`config.mk`:
```
export PLATFORM = sky130hd
export DESIGN_NAME = contador_relogio
export DESIGN_NICKNAME = d
export VERILOG_FILES = /design/src/rtl/relogio_pkg.sv /design/src/rtl/contador_relogio_divisor_tick.sv /design/src/rtl/contador_relogio.sv
export SDC_FILE = /design/constraint.sdc
export NUM_CORES = 1
export LEC_CHECK = 0
export CORE_UTILIZATION = 57
export DETAILED_ROUTE_END_ITERATION = 8
export GPL_TIMING_DRIVEN = 1
export HOLD_SLACK_MARGIN = 0.06
export PLACE_DENSITY = 0.85
export SLEW_MARGIN = 10
export SYNTH_ARGS = -nofsm -noshare
export SYNTH_HDL_FRONTEND = slang
export SYNTH_SLANG_ARGS = --single-unit
```
`constraint.sdc`:
```
create_clock -name clk_100MHz -period 3.48 [get_ports clk_100MHz]
set_clock_uncertainty 0.15 [all_clocks]
set_input_delay 0.522 -clock clk_100MHz [delete_from_list [all_inputs] [get_ports clk_100MHz]]
set_output_delay 0.522 -clock clk_100MHz [all_outputs]
set_load 0.005 [all_outputs]
```
`src/rtl/relogio_pkg.sv`:
```
// Shared definitions for the clock core and its adjustment controller:
// field limits, the time-field type and the adjustment-state encoding.
package relogio_pkg;

   localparam int unsigned TIME_W = 6;

   typedef logic [TIME_W-1:0] time_t;

   localparam time_t MAX_SEG  = 6'd59;
   localparam time_t MAX_MIN  = 6'd59;
   localparam time_t MAX_HORA = 6'd23;

   typedef enum logic [1:0] {
      AJ_NORMAL   = 2'd0,
      AJ_HORAS    = 2'd1,
      AJ_MINUTOS  = 2'd2,
      AJ_SEGUNDOS = 2'd3
   } estado_ajuste_t;

   // Out-of-range load values collapse to zero so field invariants always hold.
   function automatic time_t limita(input time_t valor, input time_t maximo);
      return (valor > maximo) ? '0 : valor;
   endfunction

endpackage

```
`src/rtl/contador_relogio_divisor_tick.sv`:
```
// Prescaler: divides the system clock down to a one-cycle advance enable
// every TICK_DIV running cycles; freezes on hold, restarts on clear.
module divisor_tick #(
   parameter int unsigned TICK_DIV = 100000000,
   parameter int unsigned PRESC_W  = $clog2(TICK_DIV)
) (
   input  logic clk_100MHz,
   input  logic rst,
   input  logic hold,
   input  logic clear,
   output logic en
);

   localparam logic [PRESC_W-1:0] CNT_MAX = PRESC_W'(TICK_DIV - 1);

   logic [PRESC_W-1:0] r_cnt;
   logic               w_fim;

   assign w_fim = (r_cnt == CNT_MAX);
   assign en    = w_fim & ~hold & ~clear;

   always_ff @(posedge clk_100MHz) begin
      if (rst) begin
         r_cnt <= '0;
      end else if (clear) begin
         r_cnt <= '0;
      end else if (hold) begin
         r_cnt <= r_cnt;
      end else if (w_fim) begin
         r_cnt <= '0;
      end else begin
         r_cnt <= r_cnt + 1'b1;
      end
   end

endmodule

```
`src/rtl/contador_relogio.sv`:
```
// Timekeeping core: HH:MM:SS cascade advanced by the 1 Hz enable, with
// range-checked load taking priority over pause and advance.
module contador_relogio
   import relogio_pkg::*;
#(
   parameter int unsigned TICK_DIV = 100000000,
   parameter int unsigned PRESC_W  = $clog2(TICK_DIV)
) (
   input  logic              clk_100MHz,
   input  logic              rst,
   input  logic              pause,
   input  logic              load,
   input  logic [TIME_W-1:0] segundos_load,
   input  logic [TIME_W-1:0] minutos_load,
   input  logic [TIME_W-1:0] horas_load,
   output logic [TIME_W-1:0] segundos,
   output logic [TIME_W-1:0] minutos,
   output logic [TIME_W-1:0] horas,
   output logic              tick_1hz,
   output logic              dia_completo
);

   time_t r_seg;
   time_t r_min;
   time_t r_hora;
   logic  r_tick;
   logic  r_dia;

   logic  w_en;
   logic  w_seg_fim;
   logic  w_min_fim;
   logic  w_hora_fim;

   divisor_tick #(
      .TICK_DIV (TICK_DIV),
      .PRESC_W  (PRESC_W)
   ) u_divisor (
      .clk_100MHz (clk_100MHz),
      .rst        (rst),
      .hold       (pause),
      .clear      (load),
      .en         (w_en)
   );

   assign w_seg_fim  = (r_seg  == MAX_SEG);
   assign w_min_fim  = (r_min  == MAX_MIN);
   assign w_hora_fim = (r_hora == MAX_HORA);

   always_ff @(posedge clk_100MHz) begin
      if (rst) begin
         r_seg  <= '0;
         r_min  <= '0;
         r_hora <= '0;
         r_tick <= 1'b0;
         r_dia  <= 1'b0;
      end else if (load) begin
         r_seg  <= limita(segundos_load, MAX_SEG);
         r_min  <= limita(minutos_load,  MAX_MIN);
         r_hora <= limita(horas_load,    MAX_HORA);
         r_tick <= 1'b0;
         r_dia  <= 1'b0;
      end else if (w_en) begin
         // Each field only moves when every lower field wraps.
         r_seg  <= w_seg_fim ? '0 : r_seg + 1'b1;
         if (w_seg_fim) begin
            r_min <= w_min_fim ? '0 : r_min + 1'b1;
            if (w_min_fim) begin
               r_hora <= w_hora_fim ? '0 : r_hora + 1'b1;
            end
         end
         r_tick <= 1'b1;
         r_dia  <= w_seg_fim & w_min_fim & w_hora_fim;
      end else begin
         r_tick <= 1'b0;
         r_dia  <= 1'b0;
      end
   end

   assign segundos     = r_seg;
   assign minutos      = r_min;
   assign horas        = r_hora;
   assign tick_1hz     = r_tick;
   assign dia_completo = r_dia;

endmodule

```
== Word-level counts from Yosys, hierarchy flattened ==
Cells that the tools add are included.

* Add/sub/neg operators: 4
* Multipliers: 0
* Divide/modulo/power cells: 0
* $lt $le $gt $ge: 3
* Equal/unequal tests: 4
* Shifts and indexed selects: 0
* Mux-type cells: 17
* Bitwise logic cells: 7
* Reductions and logical operators: 7

{| class="wikitable"
|+ Operators by type and width
! kind !! count
|-
| 6-bit 2-to-1 mux || 15
|-
| 27-bit by 1-bit adder with 27-bit output, second input constant || 1
|-
| 27-bit equality test, second input constant || 1
|-
| 27-bit 2-to-1 mux || 1
|-
| 6-bit by 1-bit adder with 6-bit output, second input constant || 3
|-
| 6-bit equality test, second input constant || 2
|-
| 6-bit greater-than comparator, second input constant || 2
|-
| 6-bit by 5-bit equality test with 1-bit output, second input constant || 1
|-
| 6-bit by 5-bit greater-than comparator with 1-bit output, second input constant || 1
|-
| 2-bit nonzero test || 3
|-
| 1-bit bitwise AND || 4
|-
| 1-bit inverter || 3
|-
| 3-bit AND reduction || 1
|-
| 3-bit OR reduction || 1
|-
| 2-bit AND reduction || 1
|-
| 2-bit OR reduction || 1
|-
| 1-bit 2-to-1 mux || 1
|}

* Register bits: 47
* Bits in latches: 0
* Bits in writable memories: 0
* Memory bits (read-only): 0
* Input port bits: 22
* Output and inout bits: 20
* Memories: 0

== Logic depth before layout (Yosys ltp) ==
* Depth after elaboration: 6
* Gate-level depth with buffers: 8
* Depth with buffers taken out: 6

== Modules after synthesis ==
Synthesis repeated with hierarchy kept, for this count alone.

* Cell total of the unflattened synthesis: 317
* Area total of the unflattened synthesis: 2682.6 sq um

{| class="wikitable"
|+ Modules (own cells, without submodules)
! module !! instances !! cells an instance !! area each (sq um)
|-
| divisor_tick || 1 || 169 || 1466.4
|-
| contador_relogio || 1 || 148 || 1216.2
|}

== Least setup slack after synthesis ==
No wires, ideal clock.

* Kind: input to register
* Start point: input port pause
* End point: register u_divisor.r_cnt[16]
* Setup time: 0.115 ns
* Arrival: 1.812 ns
* Required time: 3.215 ns
* Path slack: 1.403 ns
* Cell stages on the path: 7
* Path buffers: 2
* Path through: and3b_1 -> nand3_1 -> nor4_2 -> nand2b_1 -> buf_2 -> buf_4 -> nor2_1

{| class="wikitable"
|+ RTL lines
! what !! RTL line !! RTL
|-
| from (decl) || contador_relogio.sv:11 || <nowiki>input logic pause,</nowiki>
|-
| to (signal assigned) || contador_relogio_divisor_tick.sv:28 || <nowiki>r_cnt <= r_cnt;</nowiki>
|-
| to (signal assigned) || contador_relogio_divisor_tick.sv:32 || <nowiki>r_cnt <= r_cnt + 1'b1;</nowiki>
|-
| to (decl) || contador_relogio_divisor_tick.sv:16 || <nowiki>logic [PRESC_W-1:0] r_cnt;</nowiki>
|}

==> impl_metrics.env <==
export IMPL_status="finished, final reports clean"
export IMPL_portBuffers=41
export IMPL_synth_top_family_by_area="simple AND/OR/NAND/NOR gates"
export IMPL_grt_usage=0.273
export IMPL_cts_tree="built"
export IMPL_die_x_um=67.7
export IMPL_die_area_um2=4580
export IMPL_numCtsBuffers=5
export IMPL_cp_start_kind="input port"
export IMPL_powerDensity_nw_per_um2=345
export IMPL_synthCells=286
export IMPL_wirelength_mm=5.65
export IMPL_vdd_drop_max_mv=0.307
export IMPL_cts_resized=0
export IMPL_yosysSeqAreaShare=0.382
export IMPL_max_stage_delay_ns=0.53
export IMPL_cts_root_buf="clkbuf_8"
export IMPL_initial_core_util=0.602
export IMPL_drc=0
export IMPL_syn_avg_cell_area_um2=8.61
export IMPL_synthMuxAreaShare=0.00407
export IMPL_holdBufCountCts=0
export IMPL_gp_congestion=0.813
export IMPL_synth_seq_cells=47
export IMPL_synthSimpleGateAreaFrac=0.282
export IMPL_synth_xor_area_frac=0.110
export IMPL_grt_start_max_net_pins=22
export IMPL_tightest_slew_ns=0.847
export IMPL_grt_overflow=0
export IMPL_postSynthNetCount=312
export IMPL_rr_worst_depth=6
export IMPL_clockBufferDepth=2
export IMPL_rows=23
export IMPL_drt_first_pass_iters=4
export IMPL_ys_warnings_count=0
export IMPL_critPathKind="in2reg"
export IMPL_layout_area_overhead_vs_synth_pct=21.6
export IMPL_grt_setup_unrepaired="no"
export IMPL_synthAdderAreaFrac=0.0203
export IMPL_nets=352
export IMPL_ant_nets=0
export IMPL_cap_violations=0
export IMPL_routedWlPerCell_um=15.0
export IMPL_synth_compound_gate_area_share=0.163
export IMPL_drtIter0Drc=148
export IMPL_drive_gt1_frac=0.0703
export IMPL_cp_max_fo=18
export IMPL_viasPerCell=6.08
export IMPL_slowest_stage="nor4_2"
export IMPL_htree_levels=2
export IMPL_tns_ns=0
export IMPL_num_vias=2292
export IMPL_synthDistinctLibCells=42
export IMPL_hpwl_mm=3.99
export IMPL_grt_pass1_wl_mm=9.40
export IMPL_cp_end_kind="register"
export IMPL_synth_edf_count=0
export IMPL_post_cts_repair_setup_buffers=0
export IMPL_cp_required_ns=3.53
export IMPL_clock_latency_ns=0.31
export IMPL_slew_headroom=0.436
export IMPL_holdPathStages=2
export IMPL_ys_flop_type="dfxtp_1"
export IMPL_grt_pass1_vias=2042
export IMPL_syn_area_um2=2460
export IMPL_finalSetupViolations=0
export IMPL_cp_data_arrival_time_ns=2.62
export IMPL_final_util=0.732
export IMPL_clock_sinks=47
export IMPL_ios=42
export IMPL_leakagePower_nw=0.986
export IMPL_fmax_mhz=389
export IMPL_antenna_cells=0
export IMPL_die_h_um=67.7
export IMPL_synthArstFlopShare=0
export IMPL_finalHoldViolCount=0
export IMPL_crit_chain="clkdlybuf4s50_1 -> and3b_1 -> nand3_1 -> nor4_2 -> nand2b_1 -> buf_4 -> nor2_1"
export IMPL_hold_path_class="reg2reg"
export IMPL_clkTransAtPathRegs_ns=0.08
export IMPL_slew_viol_final=0
export IMPL_fin_crit_sh=0.738
export IMPL_core_um2=4090
export IMPL_antenna_found_initial=0
export IMPL_period_needed_ns=2.57
==> registers in the layout (all words and copies together), names as in the netlist <==
name             flops
u_divisor.r_cnt     27
horas                6
minutos              6
segundos             6
dia_completo         1
tick_1hz             1
==> final timing paths <==
kind                                 endpoint                        startpoint  slack [ns]
max reg2reg             horas[0]$_SDFFE_PP0P_           minutos[0]$_SDFFE_PP0P_        1.08
min          u_divisor.r_cnt[24]$_SDFFE_PP0N_  u_divisor.r_cnt[24]$_SDFFE_PP0N_        0.38
max          u_divisor.r_cnt[23]$_SDFFE_PP0N_                             pause        0.91
min reg2reg  u_divisor.r_cnt[24]$_SDFFE_PP0N_  u_divisor.r_cnt[24]$_SDFFE_PP0N_        0.38
==> per-stage QoR <==
step           worst slack (ns)  cell area, µm²  total power, mW  hold WS (ns)  instances
6_report                  0.912            2990             1.03         0.376        377
5_1_grt                   0.744            2990             1.08         0.423        377
4_1_cts                   0.921            2990             1.04         0.375        377
3_5_place_dp              0.602            2900            0.697         0.354        369
3_3_place_gp              0.684            2900            0.695         0.341        369
2_1_floorplan              1.40            2460            0.635         0.328        286
==> power by group <==
group	internal [mW]	switching (mW)	total [mW]
Sequential	0.548	0.0160	0.565
Clock	0.163	0.184	0.347
Combinational	0.0658	0.0562	0.122
Total	0.777	0.256	1.03
==> layout by cell type (no fill, tap or decap), types with 11 or more instances in the layout <==
master,count
dfxtp_1,47
nor2_1,44
clkdlybuf4s50_1,41
a21oi_1,17
xnor2_1,16
nand3_1,15
nand2_1,15
xor2_1,15
nand4_1,11
==> layout make-up <==
class                      count  area [µm²]
sequential                    47         941
timing repair buffer          46         448
inverter                       5        18.8
clock inverter                 1        8.76
multi-input combinational    221        1430
fill                         327        1090
clock buffer                   7        86.3
tap                           50        62.6
==> synthesized netlist by cell type (4+ instances only) <==
cell | instances | share of area
a21oi_1 | 17 | 0.035
a221oi_1 | 4 | 0.014
a22oi_1 | 8 | 0.024
a311oi_1 | 8 | 0.028
a41oi_1 | 4 | 0.014
and3_1 | 8 | 0.020
and4_1 | 4 | 0.014
clkbuf_1 | 6 | 0.0092
dfxtp_1 | 47 | 0.38
ha_1 | 4 | 0.020
inv_1 | 5 | 0.0076
nand2_1 | 15 | 0.023
nand3_1 | 15 | 0.031
nand4_1 | 11 | 0.028
nor2_1 | 44 | 0.067
nor3_1 | 8 | 0.016
nor4_1 | 7 | 0.018
xnor2_1 | 16 | 0.057
xor2_1 | 15 | 0.053
==> cells by family after synthesis <==
family                     after synthesis
buffers and inverters                   18
and+or+nand+nor                        130
xor gates and xnor gates                31
muxes                                    1
AOI/OAI and AO/OA                       55
DFF                                     47
adders and majority gates                4
==> worst max-delay path, delay by kind of cell <==
family,cells,cell delay [ns]
buffers and inverters,2,0.75
and+or+nand+nor,5,1.33
==> routing by layer <==
metal	track usage	share of wire
met1	0.363	0.49
met2	0.431	0.46
met3	0.0490	0.036
met4	0.114	0.015
met5	0	0
(Power assumes the default switching activity.)
